File: src/rtl/edge_pkg.sv
// edge_pkg: shared state encoding and default widths for the edge pattern generator.
package edge_pkg;
   localparam int DEF_CNT_W = 8;
   localparam int DEF_NUM_W = 8;
   typedef enum logic [1:0] {IDLE, HIGH, LOW} state_t;
endpackage

File: src/rtl/edge_dcount.sv
// edge_dcount: loadable down-counter with a zero flag.
module edge_dcount #(parameter int W = 8) (
   input  logic         Clk,
   input  logic         Rst,
   input  logic         load,
   input  logic         en,
   input  logic [W-1:0] d,
   output logic         zero
);
   logic [W-1:0] q;
   always_ff @(posedge Clk or posedge Rst)
      if (Rst) q <= '0;
      else if (load) q <= d;
      else if (en) q <= q - W'(1);
   assign zero = (q == '0);
endmodule

File: src/rtl/edge_pattern_gen.sv
// edge_pattern_gen: programmable pulse-train generator with edge-aligned mark strobes.
module edge_pattern_gen import edge_pkg::*; #(
   parameter int CNT_W = DEF_CNT_W,
   parameter int NUM_W = DEF_NUM_W
) (
   input  logic             Clk,
   input  logic             Rst,
   input  logic             Start,
   input  logic [CNT_W-1:0] High_len,
   input  logic [CNT_W-1:0] Low_len,
   input  logic [NUM_W-1:0] Num_pulses,
   input  logic             Abort,
   output logic             Dout,
   output logic             Pos_mark,
   output logic             Neg_mark,
   output logic             Busy,
   output logic             Done
);
   state_t state, state_n;
   logic [CNT_W-1:0] hl, ll, ph_d;
   logic ph_load, ph_en, ph_zero, pc_load, pc_en, pc_zero;
   logic dout_n, pos_n, neg_n, busy_n, done_n;
   function automatic logic [CNT_W-1:0] m1(input logic [CNT_W-1:0] v);
      return (v == '0) ? '0 : v - CNT_W'(1);
   endfunction
   edge_dcount #(.W(CNT_W)) u_phase (
      .Clk(Clk), .Rst(Rst), .load(ph_load), .en(ph_en), .d(ph_d), .zero(ph_zero)
   );
   edge_dcount #(.W(NUM_W)) u_pulses (
      .Clk(Clk), .Rst(Rst), .load(pc_load), .en(pc_en), .d(Num_pulses), .zero(pc_zero)
   );
   always_ff @(posedge Clk or posedge Rst)
      if (Rst) begin
         state    <= IDLE;
         hl       <= '0;
         ll       <= '0;
         Dout     <= 1'b0;
         Pos_mark <= 1'b0;
         Neg_mark <= 1'b0;
         Busy     <= 1'b0;
         Done     <= 1'b0;
      end else begin
         state    <= state_n;
         hl       <= pc_load ? High_len : hl;
         ll       <= pc_load ? Low_len : ll;
         Dout     <= dout_n;
         Pos_mark <= pos_n;
         Neg_mark <= neg_n;
         Busy     <= busy_n;
         Done     <= done_n;
      end
   always_comb begin
      state_n = state;
      ph_load = 1'b0;
      ph_en   = 1'b0;
      pc_load = 1'b0;
      pc_en   = 1'b0;
      ph_d    = (state == IDLE) ? m1(High_len) : (state == HIGH) ? m1(ll) : m1(hl);
      case (state)
         IDLE: if (Start && Num_pulses != '0) begin
            state_n = HIGH;
            ph_load = 1'b1;
            pc_load = 1'b1;
         end
         HIGH: if (Abort) state_n = IDLE;
         else if (ph_zero) begin
            state_n = LOW;
            ph_load = 1'b1;
            pc_en   = 1'b1;
         end else ph_en = 1'b1;
         LOW: if (Abort) state_n = IDLE;
         else if (ph_zero) begin
            state_n = pc_zero ? IDLE : HIGH;
            ph_load = !pc_zero;
         end else ph_en = 1'b1;
         default: state_n = IDLE;
      endcase
   end
   // Dout is high exactly in HIGH, so marks fall out of state transitions
   always_comb begin
      dout_n = (state_n == HIGH);
      pos_n  = (state_n == HIGH) && (state != HIGH);
      neg_n  = (state == HIGH) && (state_n != HIGH);
      busy_n = (state_n != IDLE);
      done_n = (state == IDLE && Start && Num_pulses == '0) ||
               (state == LOW && !Abort && ph_zero && pc_zero);
   end
endmodule

File: config.mk
export PLATFORM = sky130hd
export DESIGN_NAME = edge_pattern_gen
export DESIGN_NICKNAME = d
export VERILOG_FILES = /design/src/rtl/edge_pkg.sv /design/src/rtl/edge_dcount.sv /design/src/rtl/edge_pattern_gen.sv
export SDC_FILE = /design/constraint.sdc
export NUM_CORES = 1
export LEC_CHECK = 0
export ABC_AREA = 1
export CORE_UTILIZATION = 51
export CTS_CLUSTER_SIZE = 25
export DETAILED_ROUTE_END_ITERATION = 12
export PLACE_DENSITY = 0.85
export SLEW_MARGIN = 20
export SYNTH_ARGS = -nofsm -noshare
export SYNTH_HDL_FRONTEND = slang
export SYNTH_SLANG_ARGS = --single-unit
File: constraint.sdc
create_clock -name Clk -period 2.04 [get_ports Clk]
set_clock_uncertainty 0.2 [all_clocks]
set_input_delay 0.51 -clock Clk [delete_from_list [all_inputs] [get_ports Clk]]
set_output_delay 0.51 -clock Clk [all_outputs]
set_load 0.01 [all_outputs]
; Word-level counts from Yosys, hierarchy flattened
; Cells that the tools add are included.
[totals]
regBits = 39
inputBits = 28
output_inout_bits = 5
wordCells = 70
[classes]
addsub = 5
eq_ne = 5
n_mux = 27
reduce_logical = 23
[ops]
columns = op, n
row1 = 8-bit 2-to-1 mux, 9
row2 = 8-bit zero test, 6
row3 = "8-bit by 1-bit subtractor with 8-bit output, second input constant", 5
row4 = 1-bit 2-to-1 mux, 11
row5 = 2-bit 2-to-1 mux, 5
row6 = 1-bit logical AND, 8
row7 = 8-bit nonzero test, 1
row8 = 2-bit case mux with 3 select lines, 1
row9 = 2-bit nonzero test, 3
row10 = "2-bit by 1-bit == test with 1-bit output, second input constant", 2
row11 = "2-bit by 1-bit != test with 1-bit output, second input constant", 2
row12 = 1-bit case mux with 3 select lines, 1
row13 = "2-bit == test, second input constant", 1
row14 = 1-bit zero test, 2
row15 = 2-bit zero test, 1
row16 = 2-bit OR reduction, 1
row17 = 1-bit logical OR, 1

; Logic depth before layout (Yosys ltp)
[depth]
word_depth = 7
ltp_mapped = 13
mapped_depth_nobuf = 13

; By module
; A second synthesis with hierarchy kept.
[unflattened]
cells_unflattened = 380
hier_area_um2 = 2757.6
[by_module_without_submodules]
columns = mod, n_inst, cells_per_inst, area_per_inst_um2, seq_area_each_um2
row1 = edge_pattern_gen, 1, 240, 1689.1, 575.6
row2 = edge_dcount, 2, 70, 534.3, 200.2

; Least setup slack after synthesis
; Ideal clock, no wire load.
[synth_timing]
path_type = reg-to-reg
from = reg state[1]
to = reg u_phase.q[1]
setup_ns = 0.124
t_arrival_ns = 1.578
required_time_ns = 1.716
path_slack_ns = 0.138
stages_incl_launch_ff = 13
path_buffers = 1
synth_period_minus_slack_ns = 1.902
path_cell_list = dfrtp_1 > inv_1 > ha_1 > inv_1 > nor2_1 > nand3_4 > nand2_4 > inv_2 > nand2_4 > nand2_4 > buf_6 > nand3b_1 > nand3_1
[synth_between]
elab_chain_len = 4
elab_cells_between_ends = 10
classes_between = 2 x eq/ne / 5 x mux / 3 x reduce/logical
[synth_rtl]
columns = element, line
row1 = from (decl), edge_pattern_gen.sv:19  ; state_t state, state_n;
row2 = from (signal assigned), edge_pattern_gen.sv:43  ; state <= state_n;
row3 = 2-bit by 1-bit == test with 1-bit output / 2-bit == test (equally long branches), "edge_pattern_gen.sv:58, edge_pattern_gen.sv:59"
row4 = 8-bit 2-to-1 mux / 2-bit OR reduction (equally long branches), n/a
row5 = 8-bit 2-to-1 mux / 1-bit 2-to-1 mux (equally long branches), n/a
row6 = 8-bit 2-to-1 mux / 2-bit nonzero test (equally long branches), n/a
row7 = to (signal assigned), edge_dcount.sv:14  ; else if (en) q <= q - W'(1);
row8 = to (decl), edge_dcount.sv:10  ; logic [W-1:0] q;
; Several ways; a longest one is shown, not always the timed one.
; A chain may end at the register's enable or synchronous reset.

; Worst setup path after layout
[layout_timing]
from = reg state[1]
to = reg u_phase.q[7]
; The elaborated chain is that of the path after synthesis.

==> metrics.cfg <==
[run_status]
status=finished, final reports clean

[sta]
fin_crit_ns=1.95
grt_setup_unrepaired=true
period_share_pct=95.7
finalMaxSlewViolations=0
tightest_slew_ns=0.322
fin_ws_ns=0.0885
fin_setup_tns_ns=0
final_hold_viol_count=0
setup_violations=0
slew_headroom_pct=78.5
timing.fmax_mhz=512

[logic_synthesis]
ys_top_cells_by_area=dfrtp_1, nand2_1, inv_1, nand3_1, nor2_1
async_flop_share_pct=100
ys_warn_count=0
ys.flop_type=dfrtp_1
syn-cell-area_mm2=0.00276
synth_most_common_cell=nand2_1
synth_top_area_cell=dfrtp_1
synth_edf_count=0
ys_seq_area_share_pct=35.4
synth_fp_nets=444
synthCells=404
syn_area_per_cell_um2=6.83
synth_top_cell_area_share_pct=35.4
synth_cell_types=31
ys_ff_latch=39
synth_common_cells=nand2_1, inv_1, nor2_1, nand3_1, dfrtp_1

[floorplanning]
die_y_um=75.6
fp.dieArea_mm2=0.00571
pin_count=33
start_util_pct=53.3
core_area_mm2=0.00517
die_x_um=75.6
num_rows=26

[global_route]
grt_start_max_net_pins=40
grt_pass1_wl_um=11500
grt_pass1_vias=2741
overflow=0
grt_usage_pct=26.7
antenna_found_initial=0

[critical_path]
critical_path.top_delay_family=simple AND/OR/NAND/NOR gates
worstSetupPathType=flop to flop
crit_path_max_fanout=5
crit_top_cell=nand2_4
slowest_delay_ns=0.42
cp.arrival_ns=1.98
cp.required_ns=2.07
critPathLaunchType=flop
crit_path_cell_trace=inv_2 -> ha_2 -> inv_2 -> nor2_4 -> nand3_4 -> nand2_4 -> inv_4 -> nand2_4 -> nand2_4 -> buf_6 -> nand3_1 -> nand2_1 -> nor2_2
worstSetupEndpointType=flop
path_buf_inv=4
cpMaxStageDelayCell=dfrtp_1

[detailed_routing]
dr_total_vias=2875
via_per_inst=5.12
drc_errors=0
dr.pass1.iters=4
drt_iter0_markers=153
ant_nets=0
wl_per_cell_um=12.8
wl_um=7180

[final_layout]
drive_above_1_share_pct=19.1
nets=531
stdcell_count=562
insertedDiodeCount=0
fin_area_mm2=0.00375
syn_to_final_growth_pct=35.8
post-route-util_pct=72.4

[placement]
dpl.cell_count=546
hpwl_um=5400
place.gp.congestion=0.882
numPortBuffers=32
post-place-ws_ns=-0.295
place_area_mm2=0.00349

[power]
vdd.ir_drop.worst_mv=0.587
p_leak_nw=1.95
switching_share_pct=46.2
pwr-share-seq_pct=30.0
power.density_mw_per_mm2=1290
clockPowerShare_pct=11.0
internal_power_mw=2.60
switching_power_mw=2.23
comb_power_share_pct=58.9

[clock_network]
clock-root-buffer=clkbuf_8
path_clk_slew_ns=0.08
cts.sink_count=39
clock_path_buffers=2
cts_hold_buf=0
cts_tree=done
clk_latency_ns=0.30
cts_htree_levels=2
cts_made_buffers=5

[flow_run]
maxCapViolCount=0

[min_path]
hp-class=input port to flop

-- worst reg2reg max path: stages, from the launching register on --
cell	delay, ns
dfrtp_1	0.42
inv_2	0.09
ha_2	0.21
inv_2	0.07
nor2_4	0.12
nand3_4	0.11
nand2_4	0.11
inv_4	0.04
nand2_4	0.07
nand2_4	0.07
buf_6	0.14
nand3_1	0.08
nand2_1	0.08
nor2_2	0.10
-- logic make-up after synthesis --
logic type	synth area share (%)
and+or+nand+nor	36.8
AOI/OAI and AO/OA	8.75
xor gates and xnor gates	4.76
adders and majority gates	5.44
DFF	35.4
buffers and inverters	8.84
-- power by group through the flow --
stage | sequential, mW | clock, mW | combinational, mW
finish | 1.45 | 0.533 | 2.85
global route | 1.50 | 0.568 | 3.21
CTS | 1.43 | 0.533 | 2.65
detailed placement | 1.43 | 0 | 2.63
global placement | 1.42 | 0 | 2.53
floorplan | 1.38 | 0 | 1.77
-- worst paths after layout --
| kind | slack (ns) | from | depth (start not counted) | end |
|---|---|---|---|---|
| max in group asynchronous | 1.06 | Rst | 3 | state[0] |
| min in group asynchronous | 0.36 | Rst | 3 | u_pulses.q[2] |
| min reg2reg | 0.31 | hl[0] | 2 | hl[0] |
| max | 0.09 | state[1] | 13 | u_phase.q[7] |
| max reg2reg | 0.09 | state[1] | 13 | u_phase.q[7] |
| min | 0.29 | Num_pulses[6] | 3 | u_pulses.q[6] |
-- layout by cell type (no fill, tap or decap), types with 2 or more instances in the layout --
cell,n
a21oi_1,7
buf_4,50
buf_6,2
clkbuf_8,5
clkdlybuf4s50_1,21
clkinvlp_4,2
dfrtp_1,38
dlymetal6s2s_1,11
ha_1,9
ha_4,2
inv_1,46
inv_2,10
nand2_1,119
nand2_2,3
nand2_4,3
nand3_1,41
nand3b_1,3
nand4_1,6
nor2_1,41
nor2_2,6
nor2_4,2
nor3_1,5
o211ai_1,6
o21ai_0,22
o21ai_1,2
xnor2_1,2
xor2_1,13
-- registers in the layout (all words and copies together) (netlist names) --
register / count
Busy: 1
Done: 1
Dout: 1
Neg_mark: 1
Pos_mark: 1
hl: 8
ll: 8
state: 2
u_phase.q: 8
u_pulses.q: 8
-- stage by stage --
stage                     hold WS [ns]  power (mW)
after global placement           0.297        3.95
after CTS                        0.318        4.61
after global routing             0.332        5.28
after detailed placement         0.298        4.07
final                            0.289        4.84
after floorplan                  0.269        3.15
-- cell type report --
cell class              instances  area [µm²]
fillers                       398        1430
multi-input cells             302        1610
inverters                      58         224
flip-flops and latches         39         977
well taps                      70        87.6
clock buffers                   6        72.6
repair buffers                 85         766
clock inverters                 2        12.5
-- metal layers --
metal  routed length [µm]  part of all wire, %  vias up  GRT usage, %
li1                     -                    -     1451             -
met1                 3040                   42     1355          30.3
met2                 3810                   53       61          51.8
met3                  257                  3.6        8          3.84
met4                   72                  1.0        0          7.41
met5                    0                    0        -             0
-- repair_timing --
| item | in CTS | in global routing |
|---|---|---|
| gates resized for setup | 1 | 41 |
| setup buffers | 0 | 8 |
| pin swaps | 0 | 15 |
| hold endpoints to repair | 0 | 0 |
| setup endpoints to repair | 2 | 15 |
Note: power is estimated with default switching activity, not from simulation.
